**src/rtl/ifetch_pkg.sv**
```systemverilog
// Shared types and constants for the instruction-fetch controller.
package ifetch_pkg;

    typedef enum logic [2:0] {
        S_IDLE  = 3'd0,
        S_REQ   = 3'd1,
        S_WAIT  = 3'd2,
        S_HOLD  = 3'd3,
        S_FAULT = 3'd4
    } state_t;

    localparam int INST_W  = 32;
    localparam int PC_STEP = 4;

    // Canonical NOP; inst itself resets to zero, not to this.
    localparam logic [INST_W-1:0] NOP = 32'h0000_0013;

endpackage

```
**src/rtl/ifetch_ctrl_if.sv**
```systemverilog
// Instruction-memory request/response port, one outstanding request at a time.
interface ifetch_ctrl_if import ifetch_pkg::*; #(
    parameter int ADDR_W = 32
);
    logic              imem_req;
    logic [ADDR_W-1:0] imem_addr;
    logic              imem_gnt;
    logic              imem_rvalid;
    logic [INST_W-1:0] imem_rdata;

    modport master (
        output imem_req,
        output imem_addr,
        input  imem_gnt,
        input  imem_rvalid,
        input  imem_rdata
    );

    modport slave (
        input  imem_req,
        input  imem_addr,
        output imem_gnt,
        output imem_rvalid,
        output imem_rdata
    );
endinterface

```
**src/rtl/ifetch_pc_reg.sv**
```systemverilog
// Architectural PC register with load enable, target alignment and pc4 adder.
// With FETCH_MISALIGN_TRAP_EN the target is loaded verbatim so the fault path can see it.
module ifetch_pc_reg import ifetch_pkg::*; #(
    parameter int                ADDR_W   = 32,
    parameter logic [ADDR_W-1:0] RESET_PC = '0
) (
    input  logic              clk,
    input  logic              rst,
    input  logic              load,
    input  logic [ADDR_W-1:0] npc,
    output logic [ADDR_W-1:0] pc,
    output logic [ADDR_W-1:0] pc4
);
    logic [ADDR_W-1:0] pc_q;
    logic [ADDR_W-1:0] pc_d;
    logic [ADDR_W-1:0] load_val;

`ifdef FETCH_MISALIGN_TRAP_EN
    assign load_val = npc;
`else
    // Drop the low two bits so the fetch address is always word aligned.
    assign load_val = npc & ~ADDR_W'(3);
`endif

    always_comb begin
        pc_d = pc_q;
        if (load) begin
            pc_d = load_val;
        end
    end

    always_ff @(posedge clk or posedge rst) begin
        if (rst) begin
            pc_q <= RESET_PC;
        end else begin
            pc_q <= pc_d;
        end
    end

    assign pc  = pc_q;
    assign pc4 = pc_q + ADDR_W'(PC_STEP);
endmodule

```
**src/rtl/ifetch_ctrl.sv**
```systemverilog
// Fetch controller: owns the PC, issues one imem request per instruction, holds it until retired.
// Optional FETCH_MISALIGN_TRAP_EN adds a terminal fault state for misaligned targets.
module ifetch_ctrl import ifetch_pkg::*; #(
    parameter int                ADDR_W   = 32,
    parameter logic [ADDR_W-1:0] RESET_PC = 32'h0000_0000
) (
    input  logic                clk,
    input  logic                rst,
    input  logic [ADDR_W-1:0]   npc,
    input  logic                inst_step,
    output logic [ADDR_W-1:0]   PC,
    output logic [ADDR_W-1:0]   pc4,
    output logic [INST_W-1:0]   inst,
    output logic                inst_valid,
    output logic                fetch_fault,
    ifetch_ctrl_if.master       imem
);
    state_t            state_q, state_d;
    logic [INST_W-1:0] inst_q, inst_d;
    logic              inst_valid_q, inst_valid_d;
    logic              pc_load;

    // Only a retirement in S_HOLD may move the PC; steps elsewhere are ignored.
    assign pc_load = (state_q == S_HOLD) && inst_step;

    ifetch_pc_reg #(
        .ADDR_W   (ADDR_W),
        .RESET_PC (RESET_PC)
    ) u_pc_reg (
        .clk  (clk),
        .rst  (rst),
        .load (pc_load),
        .npc  (npc),
        .pc   (PC),
        .pc4  (pc4)
    );

    always_comb begin
        state_d      = state_q;
        inst_d       = inst_q;
        inst_valid_d = inst_valid_q;
        case (state_q)
            S_IDLE: begin
`ifdef FETCH_MISALIGN_TRAP_EN
                state_d = (RESET_PC[1:0] != 2'b00) ? S_FAULT : S_REQ;
`else
                state_d = S_REQ;
`endif
            end
            S_REQ: begin
                if (imem.imem_gnt) begin
                    state_d = S_WAIT;
                end
            end
            S_WAIT: begin
                if (imem.imem_rvalid) begin
                    inst_d       = imem.imem_rdata;
                    inst_valid_d = 1'b1;
                    state_d      = S_HOLD;
                end
            end
            S_HOLD: begin
                if (inst_step) begin
                    inst_valid_d = 1'b0;
`ifdef FETCH_MISALIGN_TRAP_EN
                    state_d = (npc[1:0] != 2'b00) ? S_FAULT : S_REQ;
`else
                    state_d = S_REQ;
`endif
                end
            end
            S_FAULT: begin
                inst_valid_d = 1'b0;
                state_d      = S_FAULT;
            end
            default: begin
                inst_valid_d = 1'b0;
                state_d      = S_IDLE;
            end
        endcase
    end

    always_ff @(posedge clk or posedge rst) begin
        if (rst) begin
            state_q      <= S_IDLE;
            inst_q       <= '0;
            inst_valid_q <= 1'b0;
        end else begin
            state_q      <= state_d;
            inst_q       <= inst_d;
            inst_valid_q <= inst_valid_d;
        end
    end

    assign imem.imem_req  = (state_q == S_REQ);
    assign imem.imem_addr = PC;
    assign inst           = inst_q;
    assign inst_valid     = inst_valid_q;

`ifdef FETCH_MISALIGN_TRAP_EN
    assign fetch_fault = (state_q == S_FAULT);
`else
    assign fetch_fault = 1'b0;
`endif
endmodule

```
**src/flat_wrapper.sv**
```systemverilog
// flat-port wrapper written by rule: the top's interface ports become plain ports
module ifetch_ctrl_flat import ifetch_pkg::*;
#(
    parameter int                ADDR_W   = 32,
    parameter logic [ADDR_W-1:0] RESET_PC = 32'h0000_0000
)
  (clk, rst, npc, inst_step, PC, pc4, inst, inst_valid, fetch_fault, imem_imem_req, imem_imem_addr, imem_imem_gnt, imem_imem_rvalid, imem_imem_rdata);
  ifetch_ctrl_if #(.ADDR_W(ADDR_W)) imem_i ();
  input  logic clk;
  input  logic rst;
  input  logic [ADDR_W-1:0] npc;
  input  logic inst_step;
  output logic [ADDR_W-1:0] PC;
  output logic [ADDR_W-1:0] pc4;
  output logic [INST_W-1:0] inst;
  output logic inst_valid;
  output logic fetch_fault;
  output wire logic [$bits(imem_i.imem_req)-1:0] imem_imem_req;
  output wire logic [$bits(imem_i.imem_addr)-1:0] imem_imem_addr;
  input wire logic [$bits(imem_i.imem_gnt)-1:0] imem_imem_gnt;
  input wire logic [$bits(imem_i.imem_rvalid)-1:0] imem_imem_rvalid;
  input wire logic [$bits(imem_i.imem_rdata)-1:0] imem_imem_rdata;
  assign imem_imem_req = imem_i.imem_req;
  assign imem_imem_addr = imem_i.imem_addr;
  assign imem_i.imem_gnt = imem_imem_gnt;
  assign imem_i.imem_rvalid = imem_imem_rvalid;
  assign imem_i.imem_rdata = imem_imem_rdata;
  ifetch_ctrl #(.ADDR_W(ADDR_W), .RESET_PC(RESET_PC)) u_core (.clk(clk), .rst(rst), .npc(npc), .inst_step(inst_step), .PC(PC), .pc4(pc4), .inst(inst), .inst_valid(inst_valid), .fetch_fault(fetch_fault), .imem(imem_i));
endmodule
```
**config.mk**
```make
export PLATFORM = sky130hd
export DESIGN_NAME = ifetch_ctrl_flat
export DESIGN_NICKNAME = d
export VERILOG_FILES = /design/src/rtl/ifetch_pkg.sv /design/src/rtl/ifetch_ctrl_if.sv /design/src/rtl/ifetch_pc_reg.sv /design/src/rtl/ifetch_ctrl.sv /design/src/flat_wrapper.sv
export SDC_FILE = /design/constraint.sdc
export NUM_CORES = 1
export LEC_CHECK = 0
export CORE_ASPECT_RATIO = 1.1
export CORE_MARGIN = 2
export CORE_UTILIZATION = 42
export CTS_CLUSTER_DIAMETER = 100
export CTS_CLUSTER_SIZE = 16
export DETAILED_ROUTE_END_ITERATION = 6
export GPL_TIMING_DRIVEN = 0
export PLACE_DENSITY = 0.91
export SYNTH_ARGS = -nofsm -noshare
export SYNTH_HDL_FRONTEND = slang
export SYNTH_HIERARCHICAL = 1
export SYNTH_SLANG_ARGS = --single-unit
```
**constraint.sdc**
```tcl
create_clock -name clk -period 4.1 [get_ports clk]
set_input_delay 0.615 -clock clk [delete_from_list [all_inputs] [get_ports clk]]
set_output_delay 0.615 -clock clk [all_outputs]
set_load 0.005 [all_outputs]
```
# After elaboration in Yosys (flattened, before gate mapping)

Cells that the tools add are included.

Add/sub/neg operators: 1
Multiplexer cells: 7
Equality and inequality tests: 7
Bitwise logic cells: 1
Reductions and logical operators: 6

Operator list:

| operator                                               | count |
|---|---|
| adder 32 x 3 -> 32 bit (second input constant)         | 1 |
| case mux 3 bit (5 select lines)                        | 1 |
| 2-to-1 mux 3 bit                                       | 3 |
| equality test 3 x 2 -> 1 bit (second input constant)   | 2 |
| AND reduction 3 bit                                    | 2 |
| inequality test 2 bit (second input constant)          | 2 |
| equality test 3 x 1 -> 1 bit (second input constant)   | 1 |
| equality test 3 bit (second input constant)            | 1 |
| logical NOT 3 bit                                      | 1 |
| case mux 1 bit (3 select lines)                        | 1 |
| 2-to-1 mux 1 bit                                       | 2 |
| inequality test 2 x 1 -> 1 bit (second input constant) | 1 |
| AND reduction 2 bit                                    | 1 |
| OR reduction 2 bit                                     | 1 |
| logical AND 1 bit                                      | 1 |
| inverter 1 bit                                         | 1 |

Output and inout bits: 131
Flip-flop bits (word level): 66
Bits of input ports: 69
Logic and storage cells: 26

# Depth between registers and ports, before layout

Word-level depth: 4
Depth in mapped cells: 6
Mapped depth without buffers: 4

# Modules after synthesis

The synthesis kept the hierarchy.

Modules (own cells, without submodules):

| module        | cells each | area each (um2) | seq. area each (um2) | instances |
|---|---|---|---|---|
| ifetch_pc_reg | 169        | 1796.7          | 750.7                | 1 |
| ifetch_ctrl   | 122        | 1795.5          | 900.9                | 1 |

# Worst setup path before layout

OpenSTA, ideal clock, no wires.

Path kind: reg2out
Start point: register u_core.u_pc_reg.pc_q[4] (netlist: u_core/u_pc_reg/pc[4])
End point: output port pc4[23]
Path buffers: 2
Arrival time: 1555 ps
Cell stages (with the launch flop): 7
Required time: 3485 ps
Setup slack: 1930 ps
Path through: dfrtp_1 -> clkbuf_2 -> nand3_2 -> or3_4 -> buf_6 -> nor4_1 -> xor2_1

Longest elaborated chain between the ends: 1

RTL lines:

| item                   | line                | text |
|---|---|---|
| start, declared        | ifetch_pc_reg.sv:14 | `logic [ADDR_W-1:0] pc_q;` |
| start signal, assigned | ifetch_pc_reg.sv:36 | `pc_q <= pc_d;` |
| adder 32 x 3 -> 32 bit | ifetch_pc_reg.sv:41 | `assign pc4 = pc_q + ADDR_W'(PC_STEP);` |
| end, declared          | flat_wrapper.sv:14  | `output logic [ADDR_W-1:0] pc4;` |

No other way between the ends.

# Worst setup path after layout

Start point: register u_core.u_pc_reg.pc_q[2] (netlist: u_core/u_pc_reg/pc[2])
End point: output port pc4[22]

The elaborated chain is that of the path after synthesis.

==> metrics.md <==
| Metric | Value |
|---|---|
| R2r worst-path depth | 5 |
| 1st-iter DRT viols | 76 |
| Initial Utilization | 42.95% |
| Worst slew pin tran | 704.8 ps |
| Tcrit/Tclk final | 80.60% |
| DR vias/cell | 4.868 |
| Ant diodes | 0 |
| DP Area | 5644 um^2 |
| IO Port Bufs | 190 |
| CP max stage cell | clkdlybuf4s50_1 |
| FMAX | 302.6 MHz |
| Reg2reg setup slack | 1820 ps |
| Min setup slack post-route | 795.6 ps |
| NumNets Final | 566 |
| Core Area | 8364 um^2 |
| Setup crit start kind | register |
| Synth warnings | 6 |
| Layout Cells excl Fill | 612 |
| Most frequent cell after synthesis | dfrtp_1 |
| Htree depth | 3 |
| Pwr Density | 749.2 nW/um^2 |
| Pre-antenna DRT Iters | 4 |
| Setup Crit Path Kind | reg -> out |
| CP arrival | 2690 ps |
| Synth top area cells | dfrtp_1 46%, mux2_4 13%, buf_4 7.9% |
| DR vias | 2,979 |
| Worst-path clk slew | 70 ps |
| Post-route cell area | 5877 um^2 |
| CP Capture Type | output port |
| Static leakage | 2.491 nW |
| Clk buf depth | 2 |
| Final Util | 70.26% |
| All-Layer GR Usage | 21.32% |
| Hold Violations, Final | 0 |
| Final ANT Viol Nets | 0 |
| CTS sink cnt | 66 |
| Most frequent cells after synthesis | 66 x dfrtp_1, 38 x buf_4, 30 x mux2_4, 25 x mux2_2, 18 x xor2_1 |
| Async SR Flop Fraction | 100.0% |
| Global-route wire length before repair | 15,520 um |
| Number of placement rows | 35 |
| Hold Startpoint | u_core/inst[28]$_DFFE_PP0P_ |
| Wirelength, routed | 9776 um |
| Peak supply drop | 371.7 uV |
| Layout cells sized above 1 | 25.35% |
| Crit Path Max Fanout | 10 |
| Max_cap viols | 0 |
| RR Startpoint | u_core/state_q[1]$_DFFE_PP0P_ |
| DP Worst Slack | 1148 ps |
| Hold Crit Depth | 1 |
| Final Max Slew Viols | 0 |
| Syn Inst Count | 291 |
| Post-synth EDFFs | 0 |
| Required @ worst endpoint | 3480 ps |
| Syn avg cell area | 12.34 um^2 |
| CTS tree | yes |
| Root Buffer | clkbuf_8 |
| Status | completed |
| Die footprint | 9309 um^2 |
| Synthesized cell area | 3592 um^2 |
| Main synth FF type | dfrtp_1 |
| Largest net degree at the start of global routing | 37 |
| Slew HR | 52.95% |
| Drt wl/cell | 15.97 um |
| Vias in the first global route | 3,079 |
| Hold WC Path Type | reg -> reg |
| Hold Buf Count CTS | 0 |
| Final Skew | 5.377 ps |
| Placed insts | 595 |
| # IOs | 200 |
| Area grow syn2layout | 63.60% |
| Slowest Stage Delay on Critical Path | 520 ps |
| Dominant cell type by area after synthesis | dfrtp_1 |
| Final Power | 4.403 mW |
| DP Wirelength | 7612 um |
| Gpl congestion | 0.8033 |
| Setup TNS | 0 ps |
| Seq/Total Area, Yosys | 45.98% |
| CTS buffer count | 9 |
| Total gr overflow | 0 |
| RR Endpoint | u_core/u_pc_reg/pc[26]$_DFFE_PP0P_ |
| Die Y | 101.0 um |
| Hold Slack | 520.6 ps |
| # setup viols final | 0 |
| #FFs+latches synth | 66 |
| Area share of the largest cell type after synthesis | 45.98% |
| Yosys cell types | 38 |
| Initial antenna violation count | 0 |
| Worst-skew pair later-pin latency | 330 ps |
| Hold EP | u_core/inst[28]$_DFFE_PP0P_ |
| # Post-CTS Setup Buffers | 0 |
| Critical-path cell list | ha_1, nand4_1, clkbuf_1, nor4_1, xor2_1, clkdlybuf4s50_1 |
| RSZ-0062 raised after global routing | false |
| Remaining DRCs | 0 |
| CTS resizes | 0 |
| Die Wd | 92.18 um |
| Final Critical Period | 3304 ps |
metal layers:
metal	wire [um]	track usage (%)	vias to the layer above
met3	798	6.058	10
met5	0	0	-
li1	-	-	1372
met2	4961	38.24	148
met1	3911	24.72	1449
met4	105	6.659	0
cells in the final DEF (no fill, tap or decap), types with 7 or more instances in the layout:
master,count
clkdlybuf4s50_1,190
nor3_1,7
dfrtp_1,66
nand2_1,14
nor4_1,7
buf_4,38
clkbuf_8,11
xnor2_1,10
inv_1,10
nand3_1,8
o21ai_0,7
mux2_2,25
mux2_4,30
xor2_1,18
worst max-delay path, delay by kind of cell, from the launching register on:
| family | cells | cell delay, ps |
|---|---|---|
| flip-flops | 1 | 470 |
| adder cells (fa/ha/maj) | 1 | 300 |
| buffers and inverters | 2 | 850 |
| AND/OR/NAND/NOR | 2 | 550 |
| XOR/XNOR | 1 | 190 |
flip-flops by register name (all words and copies together), names as in the netlist:
| register | cells |
|---|---|
| u_core/state_q | 3 |
| u_core/inst | 32 |
| u_core/u_pc_reg/pc | 30 |
| u_core/inst_valid | 1 |
power breakdown:
| part | internal, mW | total, mW | switching [mW] |
|---|---|---|---|
| combinational | 1.77 | 2.46 | 0.697 |
| sequential | 0.977 | 1.38 | 0.406 |
| clock | 0.313 | 0.559 | 0.245 |
| total | 3.06 | 4.40 | 1.35 |
final cells by class:
type	count	area [um^2]
Tap cell	111	138.9
Buffer	50	406.6
Timing Repair Buffer	191	1929
Clock inverter	4	50.05
Fill cell	586	2487
Inverter	11	41.29
Multi-Input combinational cell	167	1504
Sequential cell	66	1652
Clock buffer	12	155.1
worst max path at each step:
stage / slack, ps / start / to / depth (start not counted)
global route: 640 / u_core/u_pc_reg/pc[2]$_DFFE_PP0P_ / pc4[22] / 6
detailed placement: 1150 / inst_step / u_core/u_pc_reg/pc[26]$_DFFE_PP0P_ / 6
global placement: 1190 / inst_step / u_core/u_pc_reg/pc[25]$_DFFE_PP0P_ / 6
floorplan: 1930 / u_core/u_pc_reg/pc[4]$_DFFE_PP0P_ / pc4[23] / 6
finish: 800 / u_core/u_pc_reg/pc[2]$_DFFE_PP0P_ / pc4[22] / 6
CTS: 810 / u_core/u_pc_reg/pc[2]$_DFFE_PP0P_ / pc4[22] / 6
cells by family after synthesis:
logic type / count (synthesis) / share of synthesized area, %
other: 2 / 0.2091
DFF: 66 / 45.98
AOI/OAI and AO/OA: 12 / 2.055
xor gates and xnor gates: 28 / 6.827
buffers and inverters: 61 / 12.47
adders and majority gates: 1 / 0.3483
muxes: 55 / 20.38
and+or+nand+nor: 66 / 11.74
(Power assumes the default switching activity.)
